<file path="src/rtl/mc_control_fsm.sv">
// -----------------------------------------------------------------------------
// mc_control_fsm
//
// Multi-cycle sequencer for the MIPS datapath. A Moore FSM steps each
// instruction through fetch, decode, execute, memory and writeback and drives
// the shared ALU, the unified instruction/data memory port, the IR, the
// register file and the PC. Memory states stall on the mem_ready handshake.
// ALU function codes match the single-cycle control unit.
//
// Configuration macro:
//   MC_ILLEGAL_TRAP_EN  defined   : illegal opcode in DECODE -> HALT (trap=1,
//                                   all strobes 0, left only by rst)
//                       undefined : illegal opcode runs as a NOP
//                                   (DECODE -> FETCH), trap tied 0
//
// Ports:
//   clk        in   system clock, rising edge
//   rst        in   synchronous reset, active-high
//   inscod     in   opcode IR[31:26], valid from DECODE onward
//   alu_zero   in   ALU result == 0
//   alu_neg    in   ALU result sign bit
//   mem_ready  in   memory access completes this cycle
//   PCWrite    out  PC load enable (branch condition already resolved)
//   IorD       out  memory address select: 0 = PC, 1 = ALUOut
//   MemRead    out  memory read strobe
//   MemWrite   out  memory write strobe
//   IRWrite    out  IR load enable
//   Memtoreg   out  writeback source: 1 = MDR, 0 = ALUOut
//   RegDist    out  destination register: 1 = rd, 0 = rt
//   Regwrite   out  register-file write enable
//   ALUsrcA    out  ALU A operand: 0 = PC, 1 = rs
//   ALUsrcB    out  ALU B operand: 00 rt, 01 const 4, 10 imm, 11 imm<<2
//   ALUop      out  ALU function code
//   PCSource   out  PC source: 00 ALU result, 01 ALUOut, 10 jump target
//   busy       out  high in every state except FETCH
//   trap       out  illegal-opcode indication
//   dbg_state  out  current state code
// -----------------------------------------------------------------------------
module mc_control_fsm #(
    parameter int unsigned ST_W = 4
) (
    input  logic            clk,
    input  logic            rst,
    input  logic [5:0]      inscod,
    input  logic            alu_zero,
    input  logic            alu_neg,
    input  logic            mem_ready,
    output logic            PCWrite,
    output logic            IorD,
    output logic            MemRead,
    output logic            MemWrite,
    output logic            IRWrite,
    output logic            Memtoreg,
    output logic            RegDist,
    output logic            Regwrite,
    output logic            ALUsrcA,
    output logic [1:0]      ALUsrcB,
    output logic [3:0]      ALUop,
    output logic [1:0]      PCSource,
    output logic            busy,
    output logic            trap,
    output logic [ST_W-1:0] dbg_state
);

    typedef enum logic [3:0] {
        StFetch  = 4'd0,
        StDecode = 4'd1,
        StMemAdr = 4'd2,
        StMemRd  = 4'd3,
        StMemWb  = 4'd4,
        StMemWr  = 4'd5,
        StExecR  = 4'd6,
        StRwb    = 4'd7,
        StExecI  = 4'd8,
        StIwb    = 4'd9,
        StBranch = 4'd10,
        StJump   = 4'd11,
        StHalt   = 4'd12
    } state_e;

    localparam logic [5:0] OpRtype = 6'b000000;
    localparam logic [5:0] OpLw    = 6'b100011;
    localparam logic [5:0] OpSw    = 6'b101011;
    localparam logic [5:0] OpAddi  = 6'b001000;
    localparam logic [5:0] OpAndi  = 6'b001100;
    localparam logic [5:0] OpOri   = 6'b001101;
    localparam logic [5:0] OpSlti  = 6'b001010;
    localparam logic [5:0] OpBeq   = 6'b000100;
    localparam logic [5:0] OpBne   = 6'b000101;
    localparam logic [5:0] OpBgtz  = 6'b000111;
    localparam logic [5:0] OpJ     = 6'b000010;

    localparam logic [3:0] AluAdd  = 4'b0001;

    state_e     state_q;
    logic [5:0] op_q;     // opcode captured when leaving DECODE

    // Dispatch target out of DECODE for a given opcode.
    function automatic state_e decode_target(input logic [5:0] op);
        state_e nxt;
        case (op)
            OpRtype:                        nxt = StExecR;
            OpLw, OpSw:                     nxt = StMemAdr;
            OpAddi, OpAndi, OpOri, OpSlti:  nxt = StExecI;
            OpBeq, OpBne, OpBgtz:           nxt = StBranch;
            OpJ:                            nxt = StJump;
`ifdef MC_ILLEGAL_TRAP_EN
            default:                        nxt = StHalt;
`else
            default:                        nxt = StFetch;
`endif
        endcase
        return nxt;
    endfunction

    // State register plus opcode latch; next-state is resolved in place.
    always_ff @(posedge clk) begin
        if (rst) begin
            state_q <= StFetch;
            op_q    <= '0;
        end else begin
            case (state_q)
                StFetch: begin
                    if (mem_ready) state_q <= StDecode;
                end
                StDecode: begin
                    op_q    <= inscod;
                    state_q <= decode_target(inscod);
                end
                StMemAdr: state_q <= (op_q == OpLw) ? StMemRd : StMemWr;
                StMemRd: begin
                    if (mem_ready) state_q <= StMemWb;
                end
                StMemWb:  state_q <= StFetch;
                StMemWr: begin
                    if (mem_ready) state_q <= StFetch;
                end
                StExecR:  state_q <= StRwb;
                StRwb:    state_q <= StFetch;
                StExecI:  state_q <= StIwb;
                StIwb:    state_q <= StFetch;
                StBranch: state_q <= StFetch;
                StJump:   state_q <= StFetch;
`ifdef MC_ILLEGAL_TRAP_EN
                StHalt:   state_q <= StHalt;
`else
                StHalt:   state_q <= StFetch;
`endif
                default:  state_q <= StFetch;
            endcase
        end
    end

    // Moore outputs. FETCH strobes are qualified by mem_ready and the branch
    // PC load by the ALU flags; nothing looks at inscod directly.
    always_comb begin
        PCWrite  = 1'b0;
        IorD     = 1'b0;
        MemRead  = 1'b0;
        MemWrite = 1'b0;
        IRWrite  = 1'b0;
        Memtoreg = 1'b0;
        RegDist  = 1'b0;
        Regwrite = 1'b0;
        ALUsrcA  = 1'b0;
        ALUsrcB  = 2'b00;
        ALUop    = AluAdd;
        PCSource = 2'b00;
        trap     = 1'b0;

        case (state_q)
            StFetch: begin
                MemRead = 1'b1;
                ALUsrcB = 2'b01;
                IRWrite = mem_ready;
                PCWrite = mem_ready;
            end
            StDecode: begin
                ALUsrcB = 2'b11;
            end
            StMemAdr: begin
                ALUsrcA = 1'b1;
                ALUsrcB = 2'b10;
                ALUop   = (op_q == OpLw) ? 4'b1000 : 4'b0100;
            end
            StMemRd: begin
                MemRead = 1'b1;
                IorD    = 1'b1;
            end
            StMemWb: begin
                Regwrite = 1'b1;
                Memtoreg = 1'b1;
            end
            StMemWr: begin
                MemWrite = 1'b1;
                IorD     = 1'b1;
            end
            StExecR: begin
                ALUsrcA = 1'b1;
                ALUop   = 4'b0111;
            end
            StRwb: begin
                Regwrite = 1'b1;
                RegDist  = 1'b1;
            end
            StExecI: begin
                ALUsrcA = 1'b1;
                ALUsrcB = 2'b10;
                case (op_q)
                    OpAndi:  ALUop = 4'b0000;
                    OpOri:   ALUop = 4'b0010;
                    OpSlti:  ALUop = 4'b0011;
                    default: ALUop = AluAdd;
                endcase
            end
            StIwb: begin
                Regwrite = 1'b1;
            end
            StBranch: begin
                ALUsrcA  = 1'b1;
                PCSource = 2'b01;
                case (op_q)
                    OpBne: begin
                        ALUop   = 4'b0110;
                        PCWrite = ~alu_zero;
                    end
                    OpBgtz: begin
                        ALUop   = 4'b1001;
                        PCWrite = ~alu_zero & ~alu_neg;
                    end
                    default: begin
                        ALUop   = 4'b0101;
                        PCWrite = alu_zero;
                    end
                endcase
            end
            StJump: begin
                PCSource = 2'b10;
                PCWrite  = 1'b1;
            end
            StHalt: begin
`ifdef MC_ILLEGAL_TRAP_EN
                trap = 1'b1;
`endif
            end
            default: ;
        endcase
    end

    assign busy      = (state_q != StFetch);
    assign dbg_state = ST_W'(state_q);

endmodule

</file>
<file path="config.mk">
export PLATFORM = sky130hd
export DESIGN_NAME = mc_control_fsm
export DESIGN_NICKNAME = d
export VERILOG_FILES = /design/src/rtl/mc_control_fsm.sv
export SDC_FILE = /design/constraint.sdc
export NUM_CORES = 1
export LEC_CHECK = 0
export ABC_AREA = 1
export CELL_PAD_IN_SITES_DETAIL_PLACEMENT = 1
export CELL_PAD_IN_SITES_GLOBAL_PLACEMENT = 1
export CORE_AREA = 8 8 73 59
export DETAILED_ROUTE_END_ITERATION = 16
export DIE_AREA = 0 0 81 67
export PLACE_DENSITY_LB_ADDON = 0.1
export SLEW_MARGIN = 10
export SYNTH_ARGS = -nofsm -noshare
export SYNTH_HDL_FRONTEND = slang
export SYNTH_SLANG_ARGS = --single-unit
</file>
<file path="constraint.sdc">
create_clock -name clk -period 4.4 [get_ports clk]
set_input_delay 1.32 -clock clk [delete_from_list [all_inputs] [get_ports clk]]
set_output_delay 1.32 -clock clk [all_outputs]
set_load 0.005 [all_outputs]
</file>
==> impl_results.md <==
- Status: finished clean
- Worst r2r dst: dbg_state[1]
- Worst-case vdd ir drop: 143.7 uV
- CTS tree: built
- Detailed-route DRC error count: 0
- Die width: 81 um
- Startpoint type of the worst setup path: input port
- Setup bufs post-CTS: 0
- Share of post-route cells with drive strength above 1: 13.30%
- Initial antenna violation count: 0
- First-pass iteration count of the detailed router: 4
- Post-CTS Resized: 0
- Clock root cell: clkbuf_8
- Final Util: 41.35%
- Hold Path Sink: op_q[5]
- Via density: 4.825
- CP Data Arrival Time: 2700 ps
- Final hold viol count: 0
- Largest net degree at the start of global routing: 11
- Synthesized instance count: 154
- WL final: around 3.1 mm
- Die area: 0.005427 sq mm
- Post-route cell area: 0.001304 sq mm
- Combinational Power Share: 31.8%
- Clock Latency Late Sink: 240 ps
- Antenna cell count: 0
- Die Ht: ~67 um
- Post-DR wirelength/cell: around 14 um
- CP required: about 3000 ps
- Crit Path Max Fanout: 4
- Clock sinks: 10
- Sum Neg Setup Slack: 0 ps
- Setup violators final: 0
- Post-synthesis register bit count: 10
- Starting Density: between 20 and 30%
- Worst Hold Path Cells: 2
- CTS Buffer Depth: 2
- Switching Fraction: roughly 33%
- Final ANT Viol Nets: 0
- Unrepaired setup endpoints after global routing: no
- Yosys cell types: 22
- Routability-driven placement congestion ratio: 0.7819
- GRT Util Overall: 12.26%
- First-pass GRT wire length: about 5.3 mm
- Dpl hpwl: roughly 2.7 mm
- Nets: 200
- Worst clock skew: 0.7789 ps
- Max Cap Viol: 0
- Syn_area_per_cell: between 5 and 6 sq um
- Fmax achieved: 248.6 MHz
- Hold crit path type: register to register
- Final slew viol count: 0
- Crit path time final: 4022 ps
- R2R cell count: 9
- Sequential Power Share: 33.2%
- Psw: roughly 0.11 mW
- CTS buffer count: 3
- Initial DRC count: 28
- Synth warn: 0
- Grt total ovfl: 0
- DR vias: between 1000 and 1500
- Worst Min Path Start: op_q[5]
- PwrDens: 262.6 mW/mm^2
- Reg2reg setup slack: 2970 ps
- Core Area: 0.003153 sq mm
- Setup crit end kind: output port
- Post-DP Area: around 0.0012 sq mm
- Worst R2R Start: dbg_state[0]
- Post-synth net total: roughly 170
- Post-synthesis sequential area ratio: 22.32%
- Vias in the first global route: approximately 1200
- Crit Path Category: input port to output port
- Leakage: approximately 0.59 nW
- Hold_buf cts: 0
- Clock power share: 34.9%
- Worst-path clk slew: 50 ps
- Row count: 18
- Final non-filler cell total: 228
- Final period util: 91.42%
- Max H-tree Level: 1
- I/O pins: 34
- Placed Cells: 224
- Int Pwr: 0.2295 mW
- Mapped Area: 897.1 sq um
- IO Port Bufs: 32
- Final hold slack: 472.1 ps
- Synth-to-layout area growth: 45.33%
[registers in the layout, indices dropped and copies added (netlist names)]
signal,count
dbg_state,4
op_q,6
[metrics by stage]
| stage | setup slack, ps | total power, mW |
|---|---|---|
| final | 377.7 | 0.3423 |
| after global routing | 245.5 | 0.3664 |
| after CTS | 358.4 | 0.3456 |
| after detailed placement | 364.7 | 0.2253 |
| after global placement | 371.6 | 0.2222 |
| after floorplan | 1415 | 0.1731 |
[cells in the final DEF (no fill, tap or decap), drive strengths merged]
master / n
nand2: 36
clkdlybuf4s50: 32
inv: 31
nor2: 27
nand3: 14
o21ai: 10
dfxtp: 10
a21oi: 9
nand4: 5
nor3: 4
clkbuf: 4
o211ai: 3
nand3b: 1
nor3b: 1
conb: 1
[worst max-delay path by stage]
stage	from	endpoint	slack, ps	cells after the start
final	mem_ready	PCWrite	380	6
after CTS	mem_ready	PCWrite	360	6
after detailed placement	mem_ready	PCWrite	360	6
after global routing	mem_ready	PCWrite	250	6
after floorplan	mem_ready	PCWrite	1420	4
after global placement	mem_ready	PCWrite	370	6
[synth_stat cells, drive strengths merged]
cell type,number,area share (%)
nor3,4,2.2
inv,31,13
nand3,14,8.4
a21oi,9,5.4
conb,1,0.42
nand4,5,3.5
o211ai,3,2.5
buf,2,2.1
dfxtp,10,22
nand3b,1,0.84
nand2,36,17
nor3b,1,0.84
nor2,27,16
o21ai,10,5.6
[cells by family after synthesis]
logic type | Yosys count | share of synthesized area (%)
AOI/OAI and AO/OA | 22 | 13.53
buffers and inverters | 33 | 15.06
DFF | 10 | 22.31
other | 1 | 0.4180
and+or+nand+nor | 88 | 48.68
[area by class of cell]
cell class / count / area, sq um
clock buffer: 4 / 55.05
sequential: 10 / 200.2
inverter: 31 / 116.4
multi-input combinational: 111 / 561.8
tap: 40 / 50.05
timing repair buffer: 32 / 320.3
fill: 434 / 1849
[per-layer routing]
metal	up-vias	routed length (um)	track usage [%]
li1	556	-	-
met1	513	1546	14.89
met2	25	1338	19.58
met3	6	188	3.763
met4	0	38	5.111
met5	-	0	0
[critical path: stages]
cell	delay [ps]
clkdlybuf4s50_1	450
inv_1	80
nor2_1	200
inv_1	60
nand3b_1	80
clkdlybuf4s50_1	500
[power by group through the flow]
stage,Sequential (mW),Combinational [mW],Clock (mW)
3_5_place_dp,0.115,0.110,0
2_1_floorplan,0.112,0.0615,0
4_1_cts,0.113,0.111,0.121
6_report,0.114,0.109,0.120
3_3_place_gp,0.115,0.108,0
5_1_grt,0.115,0.123,0.128
(Power assumes the default switching activity.)
